**src/rtl/ifetch_queue.sv**
```systemverilog
// ifetch_queue: instruction fetch front-end. Issues word reads to instruction
// memory, buffers returned words with their PCs in an in-order queue and
// presents them to the decoder. A redirect flushes the queue and discards the
// responses still owed to the abandoned stream.
module ifetch_queue #(
  parameter int          DEPTH    = 4,
  parameter logic [31:0] RESET_PC = 32'h0000_0000
) (
  input  logic        clk,
  input  logic        rst,
  output logic        imem_req,
  output logic [31:0] imem_addr,
  input  logic        imem_gnt,
  input  logic        imem_rvalid,
  input  logic [31:0] imem_rdata,
  input  logic        redirect,
  input  logic [31:0] redirect_pc,
  output logic        instr_valid,
  output logic [31:0] instr,
  output logic [31:0] instr_pc,
  input  logic        instr_ready
);

  localparam int PW = $clog2(DEPTH);
  localparam int CW = PW + 1;

  typedef enum logic [1:0] {S_BOOT, S_RUN, S_FLUSH} state_t;

  state_t          r_state;
  state_t          w_state_next;
  logic [31:0]     r_fetch_pc;
  logic [PW-1:0]   r_head;
  logic [PW-1:0]   r_tail;
  logic [PW-1:0]   r_fill;
  logic [CW-1:0]   r_alloc_cnt;
  logic [CW-1:0]   r_outstanding;
  logic [CW-1:0]   r_drop_cnt;
  logic [CW-1:0]   w_drop_next;
  logic [CW-1:0]   w_outstanding_next;
  logic [31:0]     r_pc   [DEPTH];
  logic [31:0]     r_data [DEPTH];
  logic [DEPTH-1:0] r_filled;

  logic w_grant;
  logic w_rsp;
  logic w_accept;
  logic w_pop;

  // Handshake qualifiers. A response with nothing outstanding belongs to a
  // request issued before the last reset and is ignored entirely.
  assign w_grant  = imem_req & imem_gnt;
  assign w_rsp    = imem_rvalid & (r_outstanding != '0);
  assign w_accept = w_rsp & (r_drop_cnt == '0);
  assign w_pop    = instr_valid & instr_ready;

  // Requests in flight after this edge; on a redirect all of them are stale.
  assign w_outstanding_next = r_outstanding + CW'(w_grant) - CW'(w_rsp);

  // Fetch only once out of BOOT and while a queue slot is free (registered count).
  assign imem_req  = (r_state != S_BOOT) && (r_alloc_cnt < CW'(DEPTH));
  assign imem_addr = r_fetch_pc;

  // Head entry is presented directly from the queue registers.
  assign instr_valid = r_filled[r_head];
  assign instr       = r_data[r_head];
  assign instr_pc    = r_pc[r_head];

  // Next-state and drop-counter logic.
  always_comb begin
    w_state_next = r_state;
    w_drop_next  = r_drop_cnt;
    if (redirect) begin
      w_drop_next  = w_outstanding_next;
      w_state_next = (w_outstanding_next != '0) ? S_FLUSH : S_RUN;
    end else begin
      if (w_rsp && (r_drop_cnt != '0)) begin
        w_drop_next = r_drop_cnt - CW'(1);
      end
      case (r_state)
        S_BOOT:  w_state_next = S_RUN;
        S_FLUSH: if (w_drop_next == '0) w_state_next = S_RUN;
        default: w_state_next = r_state;
      endcase
    end
  end

  // State, pointers, counters and queue entries.
  always_ff @(posedge clk or negedge rst) begin
    if (!rst) begin
      r_state       <= S_BOOT;
      r_fetch_pc    <= RESET_PC;
      r_head        <= '0;
      r_tail        <= '0;
      r_fill        <= '0;
      r_alloc_cnt   <= '0;
      r_outstanding <= '0;
      r_drop_cnt    <= '0;
      r_filled      <= '0;
      for (int i = 0; i < DEPTH; i++) begin
        r_pc[i]   <= '0;
        r_data[i] <= '0;
      end
    end else begin
      r_state       <= w_state_next;
      r_drop_cnt    <= w_drop_next;
      r_outstanding <= w_outstanding_next;
      if (redirect) begin
        // Redirect wins over grant, fill and pop in the same cycle.
        r_fetch_pc  <= redirect_pc & 32'hFFFF_FFFC;
        r_head      <= '0;
        r_tail      <= '0;
        r_fill      <= '0;
        r_alloc_cnt <= '0;
        r_filled    <= '0;
      end else begin
        if (w_grant) begin
          r_pc[r_tail]     <= r_fetch_pc;
          r_filled[r_tail] <= 1'b0;
          r_tail           <= r_tail + PW'(1);
          r_fetch_pc       <= r_fetch_pc + 32'd4;
        end
        if (w_accept) begin
          r_data[r_fill]   <= imem_rdata;
          r_filled[r_fill] <= 1'b1;
          r_fill           <= r_fill + PW'(1);
        end
        if (w_pop) begin
          r_filled[r_head] <= 1'b0;
          r_head           <= r_head + PW'(1);
        end
        r_alloc_cnt <= r_alloc_cnt + CW'(w_grant) - CW'(w_pop);
      end
    end
  end

endmodule

```
**config.mk**
```make
export PLATFORM = sky130hd
export DESIGN_NAME = ifetch_queue
export DESIGN_NICKNAME = d
export VERILOG_FILES = /design/src/rtl/ifetch_queue.sv
export SDC_FILE = /design/constraint.sdc
export NUM_CORES = 1
export LEC_CHECK = 0
export ABC_CLOCK_PERIOD_IN_PS = 2600
export BUFFER_PORTS_ARGS = -buffer_cell sky130_fd_sc_hd__buf_2
export CORE_MARGIN = 5
export CORE_UTILIZATION = 53
export CTS_CLUSTER_DIAMETER = 30
export DETAILED_ROUTE_END_ITERATION = 10
export PLACE_DENSITY = 0.84
export SETUP_SLACK_MARGIN = 0.3
export SLEW_MARGIN = 20
export SYNTH_ARGS = -nofsm -noshare
export SYNTH_HDL_FRONTEND = slang
export SYNTH_SLANG_ARGS = --single-unit
```
**constraint.sdc**
```tcl
create_clock -name clk -period 2.6 [get_ports clk]
set_input_delay 0.26 -clock clk [delete_from_list [all_inputs] [get_ports clk]]
set_output_delay 0.26 -clock clk [all_outputs]
set_load 0.05 [all_outputs]
```
Yosys cells after proc, flatten, opt, wreduce, memory -nomap -nowiden

Index checks and enable logic that the tools add are counted.

Bitwise logic cells: 13
Reductions and logical operators: 21
$lt $le $gt $ge: 12
Add/subtract/negate cells: 9
Muxes and demuxes: 42
Equal/unequal tests: 2

Operators with widths:

| kind                    | number |
|---|---|
| $bwmux W128             | 2 |
| $mux W32                | 8 |
| $bmux W32 S2            | 2 |
| $demux W32 S2           | 2 |
| $add A32 B3 Y32 const B | 1 |
| $mux W4                 | 6 |
| $mux W2                 | 9 |
| $mux W3                 | 4 |
| $reduce_bool A3 Y1      | 4 |
| $ge A3 B3 Y1 const B    | 3 |
| $lt A2 B3 Y1 const B    | 3 |
| $not A2 Y3              | 3 |
| $and A4 B4 Y4           | 2 |
| $not A4 Y4              | 2 |
| $reduce_bool A2 Y1      | 4 |
| $logic_and A1 B1 Y1     | 7 |
| $add A2 B1 Y2 const B   | 3 |
| $add A3 B1 Y3           | 2 |
| $demux W1 S2            | 3 |
| $ge A2 B1 Y1 const B    | 3 |
| $logic_not A3 Y1        | 2 |
| $lt A3 B1 Y1 const B    | 2 |
| $reduce_and A2 Y1       | 3 |
| $sub A3 B1 Y3           | 2 |
| 11 further kinds        | 17 |

Output and inout port bits: 98
Word-level logic and storage cells: 116
Input bits: 70
Bits in registers: 309

Longest topological paths before layout

Depth in word-level cells: 14
Gate-level depth with buffers: 12
Gate-level depth less buffers: 11

Worst setup path before layout

OpenSTA, ideal clock, no wires.

Path type: register to register
Start point: register r_alloc_cnt[2]
End point: register r_state[1]
Period minus slack after synthesis: 2.877 ns
Data arrival time: 2.756 ns
Required time: 2.479 ns
Library setup time: 0.121 ns
Path slack: -0.277 ns
Path buffers: 1
Stages on the path, launching flop included: 10
Path through: dfrtp_1 o21bai_1 inv_1 buf_1 a21oi_1 fa_1 xnor3_1 inv_1 or3_1 a22o_1

Word-level cells in the longest chain between the ends: 8

Ends and longest elaborated chain:

| item                      | RTL line | source |
|---|---|---|
| start, declared           | 35       | `logic [CW-1:0] r_alloc_cnt;` |
| start signal, assigned    | 131      | `r_alloc_cnt <= r_alloc_cnt + CW'(w_grant) - CW'(w_pop);` |
| $lt A3 B3 Y1              | 60       | `assign imem_req = (r_state != S_BOOT) && (r_alloc_cnt < CW'(DEPTH));` |
| $logic_and A1 B1 Y1       | 60       |  |
| net imem_req              | 11       | `output logic imem_req,` |
| $and A1 B1 Y1             | 51       | `assign w_grant = imem_req & imem_gnt;` |
| $add A3 B1 Y3             | 57       | `assign w_outstanding_next = r_outstanding + CW'(w_grant) - CW'(w_rsp);` |
| $sub A3 B1 Y3             | 57       |  |
| net w_outstanding_next[2] | 39       | `logic [CW-1:0] w_outstanding_next;` |
| $reduce_bool A3 Y1        | 74       | `w_state_next = (w_outstanding_next != '0) ? S_FLUSH : S_RUN;` |
| $mux W2                   | 74       |  |
| $mux W2                   | 72       | `if (redirect) begin` |
| end signal, assigned      | 104      | `r_state <= w_state_next;` |
| end, declared             | 29       | `state_t r_state;` |

The timed path passes the listed nets, and every way through them passes these cells.
A chain may end at the register's enable or synchronous reset.

Final worst setup path

Start point: register r_alloc_cnt[2]
End point: register r_state[1]

Word-level cells in the longest chain between the ends: 8

Ends and longest elaborated chain:

| item                      | RTL line |
|---|---|
| $lt A3 B3 Y1              | 60 |
| $logic_and A1 B1 Y1       | 60 |
| $and A1 B1 Y1             | 51 |
| $add A3 B1 Y3             | 57 |
| $sub A3 B1 Y3             | 57 |
| net w_outstanding_next[1] | 39 |
| $reduce_bool A3 Y1        | 74 |
| $mux W2                   | 74 |
| $mux W2                   | 72 |

The timed path passes the listed nets, and every way through them passes these cells.

==> qor.json <==
{
  "die_x": {"value": 172, "unit": "µm"},
  "routed_wl": {"value": 37900, "unit": "µm"},
  "worstHoldPathType": {"value": "input pin to async pin"},
  "max-clock-path-buffers": {"value": 3},
  "synth_area": {"value": 0.0139, "unit": "mm²"},
  "number_of_port_buffers": {"value": 161},
  "number_of_cts_inserted_buffers": {"value": 59},
  "initial_utilization": {"value": 0.536},
  "rsz_0062_raised_after_global_routing": {"value": "yes"},
  "avgViaCountPerCell": {"value": 5.95},
  "first_global_vias": {"value": 10500},
  "postSynthRegisterBits": {"value": 299},
  "synth_cell_types": {"value": 50},
  "hold_viol": {"value": 0},
  "grt_pass1_wl": {"value": 58900, "unit": "µm"},
  "timing.critical_path.required": {"value": 3.06, "unit": "ns"},
  "cts_tree": {"value": "yes"},
  "timing_max_transition_violations_final": {"value": 0},
  "synth_sequential_area_ratio": {"value": 0.537},
  "clock_skew": {"value": 0.0336, "unit": "ns"},
  "setup_total_neg_slack": {"value": 0, "unit": "ns"},
  "worstPathMaxFanout": {"value": 4},
  "rr_endpoint": {"value": "r_state[1]$_DFFE_PN0P_"},
  "crit_arrival": {"value": 2.91, "unit": "ns"},
  "synthesis.area_per_instance": {"value": 14.2, "unit": "µm²"},
  "multi_input_comb_area": {"value": 0.00608, "unit": "mm²"},
  "ant_nets": {"value": 0},
  "core-area": {"value": 0.0260, "unit": "mm²"},
  "global_route.overflow_total": {"value": 0},
  "fillers": {"value": 1591},
  "drtPass1Iterations": {"value": 5},
  "critical_path.endpoint": {"value": "r_state[1]$_DFFE_PN0P_"},
  "track_usage": {"value": 0.255},
  "die_area": {"value": 0.0296, "unit": "mm²"},
  "ioPinCount": {"value": 168},
  "grt_max_degree": {"value": 102},
  "antenna_found_initial": {"value": 3},
  "crit_path_end_kind": {"value": "flop"},
  "p_per_area": {"value": 1180, "unit": "mW/mm²"},
  "critPathKind": {"value": "flop to flop"},
  "synthesized_netlist_cell_count": {"value": 979},
  "layout.cells.most_common_list": {"value": "dfrtp_1, mux2_2, buf_2"},
  "tcrit_tclk_final": {"value": 0.942},
  "final_hpwl_from_detailed_placement": {"value": 19500, "unit": "µm"},
  "drc": {"value": 0},
  "worstMarginPinSlew": {"value": 0.689, "unit": "ns"},
  "outcome": {"value": "complete, no violations"},
  "nets": {"value": 1327},
  "worst_r2r_startpoint": {"value": "r_alloc_cnt[2]$_DFF_PN0_"},
  "synth_enable_flop_cells": {"value": 0},
  "clk_latency": {"value": 0.59, "unit": "ns"},
  "gp_congestion": {"value": 0.784},
  "cts.reportedPaths.clkPinSlew": {"value": 0.05, "unit": "ns"},
  "setup-violations-final": {"value": 0},
  "floorplan.rows": {"value": 59},
  "worst_setup_path_start_kind": {"value": "flop"},
  "fraction_of_layout_cells_with_a_size_suffix_above_1": {"value": 0.508},
  "maximum_level_of_the_cts_h_tree": {"value": 2},
  "wire_length_per_cell": {"value": 23.4, "unit": "µm"},
  "maxCapViolations": {"value": 0},
  "power": {"value": 0.0219, "unit": "W"},
  "maximum_operating_frequency": {"value": 408, "unit": "MHz"},
  "via_count": {"value": 9660},
  "chipHeight": {"value": 172, "unit": "µm"},
  "flow.area_growth_from_synthesis": {"value": 34.0, "unit": "%"},
  "synthArstFlopShare": {"value": 1.00},
  "yosysWarningCount": {"value": 0},
  "mostFrequentLayoutCell": {"value": "dfrtp_1"},
  "drt-initial-drc-count": {"value": 655},
  "ff2ff_setup_slack": {"value": 0.15, "unit": "ns"},
  "clockRootBuffer": {"value": "clkbuf_16"},
  "timing.final.crit_period": {"value": 2.45, "unit": "ns"},
  "vdd.ir_drop.worst": {"value": 980, "unit": "µV"},
  "startpoint": {"value": "r_alloc_cnt[2]$_DFF_PN0_"},
  "sequential_cell_area": {"value": 0.00749, "unit": "mm²"},
  "max-slew-margin-rel": {"value": 0.541},
  "r2r_cells": {"value": 10},
  "cellLeakagePower": {"value": 8.47, "unit": "nW"},
  "dominantRegCellSynth": {"value": "dfrtp_1"},
  "clock-sinks": {"value": 299}
}
-- Yosys cell counts, types with 5 or more instances --
master,instances,area [µm²]
or2_2,6,37.5
nand2_1,37,139
inv_1,19,71.3
dfrtp_1,299,7480
a21oi_1,13,65.1
mux2_2,248,2790
o31ai_1,7,52.6
xnor2_1,6,52.6
buf_1,6,22.5
nand3_1,23,115
a31oi_1,13,81.3
xor2_1,7,61.3
nor2b_1,7,43.8
ha_1,18,225
buf_4,5,37.5
or3_1,6,37.5
and4_1,9,78.8
nor2_1,24,90.1
clkbuf_1,44,165
mux4_2,63,1420
o21ai_0,14,70.1
or4_1,5,37.5
buf_2,23,115
o311ai_0,18,158
nand4_1,14,87.6
-- cell families after synthesis --
group           Yosys count  synth area share
buf+inv                  99            0.0306
other cells               1          0.000269
flops                   299             0.537
mux                     314             0.305
compound gates           78            0.0381
fa+ha+maj                20            0.0191
xor+xnor                 14           0.00980
simple gates            154            0.0600
-- worst min path at each step --
stage,endpoint,cells after the start,startpoint,slack (ns)
2_1_floorplan,imem_addr[10]$_DFFE_PN0N_,0,rst,-0.04
3_3_place_gp,r_data[114]$_DFFE_PN0P_,1,rst,0.18
3_5_place_dp,r_data[114]$_DFFE_PN0P_,1,rst,0.19
4_1_cts,r_outstanding[0]$_DFF_PN0_,4,imem_gnt,0.16
5_1_grt,r_outstanding[0]$_DFF_PN0_,4,imem_gnt,0.19
6_report,r_data[114]$_DFFE_PN0P_,2,rst,0.18
-- final cells by class --
cell class | count | area share
repair buffers | 273 | 0.136
inverters | 20 | 0.00402
well taps | 335 | 0.0225
flip-flops and latches | 299 | 0.402
clock inverters | 44 | 0.0273
clock buffers | 67 | 0.0818
multi-input cells | 584 | 0.326
diodes | 1 | 0.000134
-- per-layer routing --
metal | GRT usage | vias to the layer above | wire (µm)
met1 | 0.310 | 4983 | 14200
met2 | 0.441 | 406 | 19700
met5 | 0 | - | 27
li1 | - | 4176 | -
met3 | 0.0661 | 91 | 2880
met4 | 0.0923 | 4 | 1090
-- repair_timing --
action / 4_1_cts / 5_1_grt
hold buffers: 64 / 0
pin swaps: 2 / 3
gates cloned: 7 / 2
endpoints found under the hold margin: 208 / 0
setup endpoints to repair: 65 / 87
buffers inserted: 10 / 1
resized for setup: 86 / 82
-- worst max-delay path, stage by stage, from the launching register on --
cell and delay (ns):
dfrtp_1 0.39, o21bai_4 0.19, inv_2 0.08, nand2_4 0.06, xnor2_1 0.15, ha_1 0.17
inv_1 0.05, fa_2 0.52, inv_1 0.07, or3_4 0.40, a22o_1 0.24
-- power breakdown --
group          switching, W  internal, W  leakage (nW)
combinational       0.00405      0.00333          3.62
sequential         0.000933      0.00605          3.87
clock               0.00274      0.00483         0.978
-- state kept, by name (all words and copies together) (netlist names) --
register,count
r_data,128
r_pc,120
imem_addr,30
r_filled,4
r_alloc_cnt,3
r_drop_cnt,3
r_outstanding,3
r_fill,2
r_head,2
r_state,2
r_tail,2
-- metrics by stage --
step	util	instances	setup WS [ns]	instance area (µm²)	hold slack (ns)
2_1_floorplan	-	982	-0.0197	14000	-0.0356
3_3_place_gp	0.585	1427	0.201	15200	0.183
3_5_place_dp	0.585	1427	0.105	15200	0.189
4_1_cts	0.709	1619	0.134	18400	0.158
5_1_grt	0.718	1623	0.0727	18700	0.186
6_report	0.718	1623	0.150	18700	0.182
Note: power is estimated with default switching activity, not from simulation.
